## config.mk

```make
export PLATFORM = sky130hd
export DESIGN_NAME = multicycle_control_flat
export DESIGN_NICKNAME = d
export VERILOG_FILES = /design/src/rtl/multicycle_control_if.sv /design/src/rtl/multicycle_control.sv /design/src/flat_wrapper.sv
export SDC_FILE = /design/constraint.sdc
export NUM_CORES = 1
export LEC_CHECK = 0
export ABC_AREA = 1
export BUFFER_PORTS_ARGS = -buffer_cell sky130_fd_sc_hd__clkbuf_2
export CORE_MARGIN = 4
export CORE_UTILIZATION = 45
export DETAILED_ROUTE_END_ITERATION = 7
export PLACE_DENSITY_LB_ADDON = 0.05
export SETUP_SLACK_MARGIN = 0.4
export SKIP_CTS_REPAIR_TIMING = 1
export SYNTH_ARGS = -nofsm -noshare
export SYNTH_HDL_FRONTEND = slang
export SYNTH_SLANG_ARGS = --single-unit
```

## constraint.sdc

```tcl
create_clock -name clk -period 4.2 [get_ports clk]
set_clock_uncertainty 0.2 [all_clocks]
set_input_delay 0.63 -clock clk [delete_from_list [all_inputs] [get_ports clk]]
set_output_delay 0.63 -clock clk [all_outputs]
set_load 0.02 [all_outputs]
```

## src/rtl/multicycle_control_if.sv

```systemverilog
// Control-to-datapath bundle for the multicycle RV32I core: instruction fields
// and ALU zero flow into the controller, selects and enables flow out.
interface multicycle_control_if;
  logic [6:0] op;
  logic [2:0] funct3;
  logic       funct7b5;
  logic       zero;
  logic       pc_write;
  logic       adr_src;
  logic       mem_write;
  logic       ir_write;
  logic       reg_write;
  logic [1:0] result_src;
  logic [1:0] alu_src_a;
  logic [1:0] alu_src_b;
  logic [1:0] imm_src;
  logic [3:0] alu_control;
  logic       illegal_instr;
  logic [3:0] state;

  modport master (
    input  op, funct3, funct7b5, zero,
    output pc_write, adr_src, mem_write, ir_write, reg_write, result_src,
           alu_src_a, alu_src_b, imm_src, alu_control, illegal_instr, state
  );

  modport slave (
    output op, funct3, funct7b5, zero,
    input  pc_write, adr_src, mem_write, ir_write, reg_write, result_src,
           alu_src_a, alu_src_b, imm_src, alu_control, illegal_instr, state
  );
endinterface

```

## src/rtl/multicycle_control.sv

```systemverilog
// Multicycle RV32I control FSM: sequences fetch/decode/execute/memory/writeback
// and drives the datapath selects, write enables and the ALU function code.
module multicycle_control (
  input  logic                        clk,
  input  logic                        rst,
  multicycle_control_if.master        bus
);
  typedef enum logic [3:0] {
    FETCH    = 4'd0,
    DECODE   = 4'd1,
    MEMADR   = 4'd2,
    MEMREAD  = 4'd3,
    MEMWB    = 4'd4,
    MEMWRITE = 4'd5,
    EXECUTER = 4'd6,
    EXECUTEI = 4'd7,
    ALUWB    = 4'd8,
    BEQ      = 4'd9,
    JAL      = 4'd10
  } state_t;

  localparam logic [6:0] OP_LW  = 7'b0000011;
  localparam logic [6:0] OP_SW  = 7'b0100011;
  localparam logic [6:0] OP_R   = 7'b0110011;
  localparam logic [6:0] OP_I   = 7'b0010011;
  localparam logic [6:0] OP_BEQ = 7'b1100011;
  localparam logic [6:0] OP_JAL = 7'b1101111;

  localparam logic [3:0] ALU_ADD = 4'b0000;
  localparam logic [3:0] ALU_SUB = 4'b0001;
  localparam logic [3:0] ALU_AND = 4'b0010;
  localparam logic [3:0] ALU_OR  = 4'b0011;

  state_t state_q, state_d;
  state_t out_state;
  logic   legal;
  logic [3:0] alu_func;

  logic       pc_write_d, adr_src_d, mem_write_d, ir_write_d, reg_write_d, illegal_d;
  logic [1:0] result_src_d, alu_src_a_d, alu_src_b_d, imm_src_d;
  logic [3:0] alu_control_d;

  always_comb begin
    legal = 1'b0;
    case (bus.op)
      OP_LW, OP_SW: legal = (bus.funct3 == 3'b010);
      OP_R:         legal = (bus.funct3 == 3'b000) ||
                            (!bus.funct7b5 && (bus.funct3 == 3'b110 || bus.funct3 == 3'b111));
      OP_I:         legal = (bus.funct3 == 3'b000) || (bus.funct3 == 3'b110) ||
                            (bus.funct3 == 3'b111);
      OP_BEQ:       legal = (bus.funct3 == 3'b000);
      OP_JAL:       legal = 1'b1;
      default:      legal = 1'b0;
    endcase
  end

  always_comb begin
    state_d = FETCH;
    case (state_q)
      FETCH:  state_d = DECODE;
      DECODE: begin
        if (legal) begin
          case (bus.op)
            OP_LW, OP_SW: state_d = MEMADR;
            OP_R:         state_d = EXECUTER;
            OP_I:         state_d = EXECUTEI;
            OP_BEQ:       state_d = BEQ;
            OP_JAL:       state_d = JAL;
            default:      state_d = FETCH;
          endcase
        end
      end
      MEMADR:   state_d = (bus.op == OP_LW) ? MEMREAD : MEMWRITE;
      MEMREAD:  state_d = MEMWB;
      EXECUTER: state_d = ALUWB;
      EXECUTEI: state_d = ALUWB;
      JAL:      state_d = ALUWB;
      default:  state_d = FETCH;
    endcase
  end

  always_ff @(posedge clk) begin
    if (rst) begin
      state_q <= FETCH;
    end else begin
      state_q <= state_d;
    end
  end

  // instr[30] only selects SUB for R-type; addi must ignore it.
  always_comb begin
    alu_func = ALU_ADD;
    case (bus.funct3)
      3'b000:  alu_func = (state_q == EXECUTER && bus.funct7b5) ? ALU_SUB : ALU_ADD;
      3'b111:  alu_func = ALU_AND;
      3'b110:  alu_func = ALU_OR;
      default: alu_func = ALU_ADD;
    endcase
  end

  always_comb begin
    imm_src_d = 2'b00;
    case (bus.op)
      OP_SW:   imm_src_d = 2'b01;
      OP_BEQ:  imm_src_d = 2'b10;
      OP_JAL:  imm_src_d = 2'b11;
      default: imm_src_d = 2'b00;
    endcase
  end

  // Under reset every output takes its FETCH value, then the enables are masked.
  always_comb begin
    out_state     = rst ? FETCH : state_q;
    pc_write_d    = 1'b0;
    adr_src_d     = 1'b0;
    mem_write_d   = 1'b0;
    ir_write_d    = 1'b0;
    reg_write_d   = 1'b0;
    illegal_d     = 1'b0;
    result_src_d  = 2'b00;
    alu_src_a_d   = 2'b00;
    alu_src_b_d   = 2'b00;
    alu_control_d = ALU_ADD;
    case (out_state)
      FETCH: begin
        ir_write_d   = 1'b1;
        pc_write_d   = 1'b1;
        alu_src_b_d  = 2'b10;
        result_src_d = 2'b10;
      end
      DECODE: begin
        alu_src_a_d = 2'b01;
        alu_src_b_d = 2'b01;
        illegal_d   = !legal;
      end
      MEMADR: begin
        alu_src_a_d = 2'b10;
        alu_src_b_d = 2'b01;
      end
      MEMREAD:  adr_src_d = 1'b1;
      MEMWB: begin
        result_src_d = 2'b01;
        reg_write_d  = 1'b1;
      end
      MEMWRITE: begin
        adr_src_d   = 1'b1;
        mem_write_d = 1'b1;
      end
      EXECUTER: begin
        alu_src_a_d   = 2'b10;
        alu_control_d = alu_func;
      end
      EXECUTEI: begin
        alu_src_a_d   = 2'b10;
        alu_src_b_d   = 2'b01;
        alu_control_d = alu_func;
      end
      ALUWB:    reg_write_d = 1'b1;
      BEQ: begin
        alu_src_a_d   = 2'b10;
        alu_control_d = ALU_SUB;
        pc_write_d    = bus.zero;
      end
      JAL: begin
        alu_src_a_d = 2'b01;
        alu_src_b_d = 2'b10;
        pc_write_d  = 1'b1;
      end
      default: ;
    endcase
    if (rst) begin
      pc_write_d  = 1'b0;
      ir_write_d  = 1'b0;
      mem_write_d = 1'b0;
      reg_write_d = 1'b0;
      illegal_d   = 1'b0;
    end
  end

  assign bus.pc_write      = pc_write_d;
  assign bus.adr_src       = adr_src_d;
  assign bus.mem_write     = mem_write_d;
  assign bus.ir_write      = ir_write_d;
  assign bus.reg_write     = reg_write_d;
  assign bus.result_src    = result_src_d;
  assign bus.alu_src_a     = alu_src_a_d;
  assign bus.alu_src_b     = alu_src_b_d;
  assign bus.imm_src       = imm_src_d;
  assign bus.alu_control   = alu_control_d;
  assign bus.illegal_instr = illegal_d;
  assign bus.state         = state_q;
endmodule

```

## src/flat_wrapper.sv

```systemverilog
// flat-port wrapper written by rule: the top's interface ports become plain ports
module multicycle_control_flat 
  (clk, rst, bus_op, bus_funct3, bus_funct7b5, bus_zero, bus_pc_write, bus_adr_src, bus_mem_write, bus_ir_write, bus_reg_write, bus_result_src, bus_alu_src_a, bus_alu_src_b, bus_imm_src, bus_alu_control, bus_illegal_instr, bus_state);
  multicycle_control_if bus_i ();
  input  logic clk;
  input  logic rst;
  input wire logic [$bits(bus_i.op)-1:0] bus_op;
  input wire logic [$bits(bus_i.funct3)-1:0] bus_funct3;
  input wire logic [$bits(bus_i.funct7b5)-1:0] bus_funct7b5;
  input wire logic [$bits(bus_i.zero)-1:0] bus_zero;
  output wire logic [$bits(bus_i.pc_write)-1:0] bus_pc_write;
  output wire logic [$bits(bus_i.adr_src)-1:0] bus_adr_src;
  output wire logic [$bits(bus_i.mem_write)-1:0] bus_mem_write;
  output wire logic [$bits(bus_i.ir_write)-1:0] bus_ir_write;
  output wire logic [$bits(bus_i.reg_write)-1:0] bus_reg_write;
  output wire logic [$bits(bus_i.result_src)-1:0] bus_result_src;
  output wire logic [$bits(bus_i.alu_src_a)-1:0] bus_alu_src_a;
  output wire logic [$bits(bus_i.alu_src_b)-1:0] bus_alu_src_b;
  output wire logic [$bits(bus_i.imm_src)-1:0] bus_imm_src;
  output wire logic [$bits(bus_i.alu_control)-1:0] bus_alu_control;
  output wire logic [$bits(bus_i.illegal_instr)-1:0] bus_illegal_instr;
  output wire logic [$bits(bus_i.state)-1:0] bus_state;
  assign bus_i.op = bus_op;
  assign bus_i.funct3 = bus_funct3;
  assign bus_i.funct7b5 = bus_funct7b5;
  assign bus_i.zero = bus_zero;
  assign bus_pc_write = bus_i.pc_write;
  assign bus_adr_src = bus_i.adr_src;
  assign bus_mem_write = bus_i.mem_write;
  assign bus_ir_write = bus_i.ir_write;
  assign bus_reg_write = bus_i.reg_write;
  assign bus_result_src = bus_i.result_src;
  assign bus_alu_src_a = bus_i.alu_src_a;
  assign bus_alu_src_b = bus_i.alu_src_b;
  assign bus_imm_src = bus_i.imm_src;
  assign bus_alu_control = bus_i.alu_control;
  assign bus_illegal_instr = bus_i.illegal_instr;
  assign bus_state = bus_i.state;
  multicycle_control u_core (.clk(clk), .rst(rst), .bus(bus_i));
endmodule
```

# Word-level counts from Yosys, hierarchy flattened
# Cells that the tools add are included.
dict set report word_totals {
  elab_cells 70
  n_memories 0
  mem_bits_ro 0
  ramBits 0
  latch_bits 0
  inputBits 14
  register_bits 4
}
dict set report classes {
  shift 0
  addsub 0
  n_bitwise 0
  mul 0
  div_mod_pow 0
  eq_ne 25
  reduce_logical 20
  muxes 24
  n_lt_le_gt_ge 0
}
# cell n
set op_table {}
lappend op_table {{4-bit one-hot mux with 5 select lines} 2}
lappend op_table {{4-bit by 3-bit equality test with 1-bit output, second input constant} 6}
lappend op_table {{4-bit by 2-bit equality test with 1-bit output, second input constant} 4}
lappend op_table {{4-bit equality test, second input constant} 4}
lappend op_table {{7-bit by 6-bit equality test with 1-bit output, second input constant} 2}
lappend op_table {{7-bit equality test, second input constant} 2}
lappend op_table {{2-bit one-hot mux with 2 select lines} 3}
lappend op_table {{4-bit one-hot mux with 3 select lines} 1}
lappend op_table {{2-bit OR reduction} 6}
lappend op_table {{1-bit two-way mux} 11}
lappend op_table {{4-bit by 1-bit equality test with 1-bit output, second input constant} 2}
lappend op_table {{4-bit logical NOT} 2}
lappend op_table {{4-bit two-way mux} 2}
lappend op_table {{4-bit one-hot mux with 2 select lines} 1}
lappend op_table {{7-bit by 2-bit equality test with 1-bit output, second input constant} 1}
lappend op_table {{7-bit by 5-bit equality test with 1-bit output, second input constant} 1}
lappend op_table {{3-bit equality test, second input constant} 2}
lappend op_table {{2-bit one-hot mux with 3 select lines} 1}
lappend op_table {{3-bit OR reduction} 2}
lappend op_table {{1-bit one-hot mux with 5 select lines} 1}
lappend op_table {{1-bit logical OR} 4}
lappend op_table {{4-bit OR reduction} 1}
lappend op_table {{3-bit by 2-bit equality test with 1-bit output, second input constant} 1}
lappend op_table {{3-bit logical NOT} 1}
lappend op_table {{4 further kinds} 6}

# Depth between registers and ports, before layout
dict set report logic_depth {
  depth_word 8
  ltp_mapped 10
  mapped_depth_nobuf 10
}

# Least setup slack after synthesis
# No wires, ideal clock.
dict set report synth_path {
  kind {input to output}
  from {input bus_op[1]}
  to {output bus_imm_src[0]}
  arrival_ns 1.578
  cell_stages 4
  slack_ns 1.792
  required_time_ns 3.370
  path_buffers 0
  path_cell_list {nand2_1 -> inv_1 -> nand2_1 -> o41ai_1}
}
dict set report synth_between {
  elab_chain_cells 2
  word_cells_on_any_way 4
  classes_between {eq/ne: 3; mux: 1}
}
# element line
set synth_lines {}
lappend synth_lines {{from (decl)} flat_wrapper.sv:7} ;# input wire logic [$bits(bus_i.op)-1:0] bus_op;
lappend synth_lines {{7-bit equality test / 7-bit by 6-bit equality test with 1-bit output (equally long branches)} multicycle_control.sv:103} ;# case (bus.op)
lappend synth_lines {{2-bit one-hot mux with 3 select lines (*)} multicycle_control.sv:103}
lappend synth_lines {{to (decl)} flat_wrapper.sv:19} ;# output wire logic [$bits(bus_i.imm_src)-1:0] bus_imm_src;
# Mark *: on every way between the ends. The rest lies on a longest branch, timed or not.

# Worst setup path in the final report
dict set report layout_path {
  from {register u_core.state_q[2] (netlist: u_core.bus.state[2])}
  to {output bus_pc_write}
}
dict set report layout_between {
  elab_chain_cells 5
  word_cells_on_any_way 7
  classes_between {eq/ne: 2; mux: 3; reduce/logical: 2}
}
# element line
set layout_lines {}
lappend layout_lines {{from (decl)} multicycle_control.sv:34} ;# state_t state_q, state_d;
lappend layout_lines {{from (signal assigned)} multicycle_control.sv:86} ;# state_q <= state_d;
lappend layout_lines {{4-bit two-way mux (*)} multicycle_control.sv:113} ;# out_state = rst ? FETCH : state_q;
lappend layout_lines {{4-bit equality test / 4-bit logical NOT (equally long branches)} multicycle_control.sv:124} ;# case (out_state)
lappend layout_lines {{2-bit OR reduction (no source line)} -}
lappend layout_lines {{1-bit one-hot mux with 2 select lines (*)} multicycle_control.sv:124}
lappend layout_lines {{1-bit two-way mux (*)} multicycle_control.sv:171} ;# if (rst) begin
lappend layout_lines {{to (decl)} flat_wrapper.sv:11} ;# output wire logic [$bits(bus_i.pc_write)-1:0] bus_pc_write;
# Marked as above.

==> results by group <==
Floorplanning
  • Die area: 0.00197 mm²
  • Core ar.: around 0.0012 mm²
  • FP Rows: 12
  • Die Y: between 40 and 50 µm
  • DIE WIDTH: between 40 and 50 µm
  • IO Count: 36
  • Initial core utilization: between 50 and 60%

Clock network
  • Clock transition at path regs: roughly 0.04 ns
  • Clock latency on the worst-skew pair: 0.22 ns
  • Clock net sink count: 4
  • H-tree depth: 1
  • CTS tree: yes
  • CTS Buffer Depth: 2
  • Clk root buf: clkbuf_4
  • CTS Buf Count: 3

Route
  • Routed wire length: 1.61 mm
  • Drt drc: 0
  • Overall via count from detail_route: between 800 and 900
  • Mean number of vias per cell: approximately 5
  • Routed len/inst: between 9 and 10 µm
  • Drt first pass iters: 4
  • Iter 0 DRT Violations: 30
  • Number of routed nets with antenna violations: 0

Placed design
  • PortBufs: 33
  • DP Worst Slack: between 1.5 and 2 ns
  • Routability cong.: 0.920
  • Dpl hpwl: approximately 1.4 mm

Timing
  • Slew Limit Fails: 0
  • Setup_tns: 0 ns
  • Min Hold Slack: between 0.3 and 0.4 ns
  • Final Hold Fails: 0
  • Fmax: roughly 400 MHz
  • Endpoints failing setup: 0
  • RSZ-0062 raised after global routing: no
  • Post-route setup slack: ~1.8 ns
  • Tcrit/Tclk final: between 50 and 60%
  • Post-layout min period: approximately 2.4 ns

GRT
  • Global-route wire length before repair: between 2 and 3 mm
  • Vias in the first global route: around 640
  • Gr ovfl total: 0
  • Pin count of the biggest net entering global routing: 8
  • Antenna violations before repair: 0
  • Total GRT Usage: between 10% and 20%

Min path
  • Hold Path Class: flop to flop
  • Hold path cells: 2

Synthesis
  • Netlist cell types: 22
  • Mapped Cells: between 100 and 150
  • Synthesized area: a little under 600 µm²
  • Average size of a mapped cell: 5.22 µm²
  • Yosys warns: 0
  • Sequential element share of the synthesized area: roughly 13%
  • #FFs+latches synth: 4

Power
  • PwrDens: 162 mW/mm²
  • Logic pwr share: about 34%
  • Clock share of power: 34.6%
  • Design Power: around 130 µW
  • Sw power: 43.0 µW
  • Total internal power: approximately 85 µW
  • Reg power frac: 31.4%
  • Peak supply drop: between 0.15 and 0.2 mV
  • P_leak: 0.000457 µW
  • Switching share of power: 33.7%

Critical path
  • Arrival time worst endpoint: ~1.6 ns
  • Worst endpoint required time: between 3 and 4 ns
  • Startpoint Class: flop
  • Most frequent CP cell: nor2_1
  • Worst path depth: 8
  • Crit Path Class: flop to output port
  • Largest stage delay, worst path: ~0.34 ns
  • CP max-delay cell: dfxtp_1
  • CP bufs+invs: 2
  • Delay-heaviest family, CP: simple AND/OR/NAND/NOR gates
  • CP max FO: 5
  • Critical path cell sequence: nor2_2 > inv_1 > nor2_1 > nand2_1 > nand3_1 > a21oi_1 > nor2_1 > clkbuf_2
  • Crit. End Element: output port
  • Worst reg-to-reg path cell count: 7

Layout
  • # fillers: ~130
  • Max reg flops: 4
  • Layout cells sized above 1: between 30% and 40%
  • Diode count: 0
  • Commonest cells after routing, fill and taps aside: clkbuf_2 (33), nand2_1 (25), inv_1 (19), nor2_1 (19), nand3_1 (12)
  • Synth-to-layout area growth: 32.6%
  • Nets: ~170
  • Commonest non-fill, non-tap cell in the layout: clkbuf_2

Run status
  • Status: finished clean

Run
  • Total of max-cap violations: 0
-- metal layers --
layer / vias to the layer above / global-route usage [%] / part of all wire, %
met4: 0 / 5.42 / 0
met2: 43 / 23.8 / 41
li1: 441 / - / -
met1: 343 / 27.2 / 47
met5: - / 0 / 0
met3: 0 / 1.22 / 12
-- cell families after synthesis --
logic type             count (synthesis)  share of synthesized area [%]
AO/OA/AOI/OAI                         17                           17.0
AND/OR/NAND/NOR                       70                           53.8
other                                  1                          0.630
buffers and inverters                 22                           15.1
flip-flops                             4                           13.4
-- stage by stage --
step / utilization, % / instances / instance area [µm²]
CTS: 67.4 / 163 / 790
global placement: 65.5 / 160 / 767
detailed placement: 65.5 / 160 / 767
finish: 67.4 / 163 / 790
floorplan: - / 115 / 599
global route: 67.4 / 163 / 790
-- power groups by stage --
stage | Sequential (µW) | Combinational (µW) | Clock [µW]
after detailed placement | 40.6 | 43.4 | 0
after global routing | 40.3 | 48.4 | 51.2
after floorplan | 41.2 | 27.4 | 0
after global placement | 40.6 | 42.8 | 0
after CTS | 40.1 | 43.5 | 45.4
final | 40.1 | 43.4 | 44.2
-- tightest hold or removal path, cell delays in order (launching register included) --
cell	delay, ns
dfxtp_1	0.35
nand4_1	0.12
a21oi_2	0.06
-- synthesized netlist by cell type (all sizes together) --
library cell	count	area (µm²)
conb	1	3.75
nand2	29	119
o21ai	6	30.0
nor3	7	51.3
inv	20	75.1
buf	2	15.0
dfxtp	4	80.1
nand3	12	60.1
o41ai	1	8.76
o211ai	1	7.51
nand4	1	6.26
a21oi	7	42.5
nor2	21	83.8
o22ai	1	6.26
a31oi	1	6.26
-- area by class of cell --
cell class / instances / area (µm²) / area share (%)
clock buffer: 3 / 22.5 / 2.85
inverter: 20 / 75.1 / 9.51
multi-input combinational: 89 / 429 / 54.4
sequential: 4 / 80.1 / 10.1
tap: 14 / 17.5 / 2.22
timing repair buffer: 33 / 165 / 20.9
-- worst paths after layout --
check,startpoint,to,slack [ns]
worst max-delay path,u_core.bus.state[2],bus_pc_write,1.77
worst min-delay path,u_core.bus.state[1],u_core.bus.state[1],0.39
worst max register to register,u_core.bus.state[2],u_core.bus.state[2],2.66
worst min register to register,u_core.bus.state[1],u_core.bus.state[1],0.39
Power figures use the tool's default switching activity.
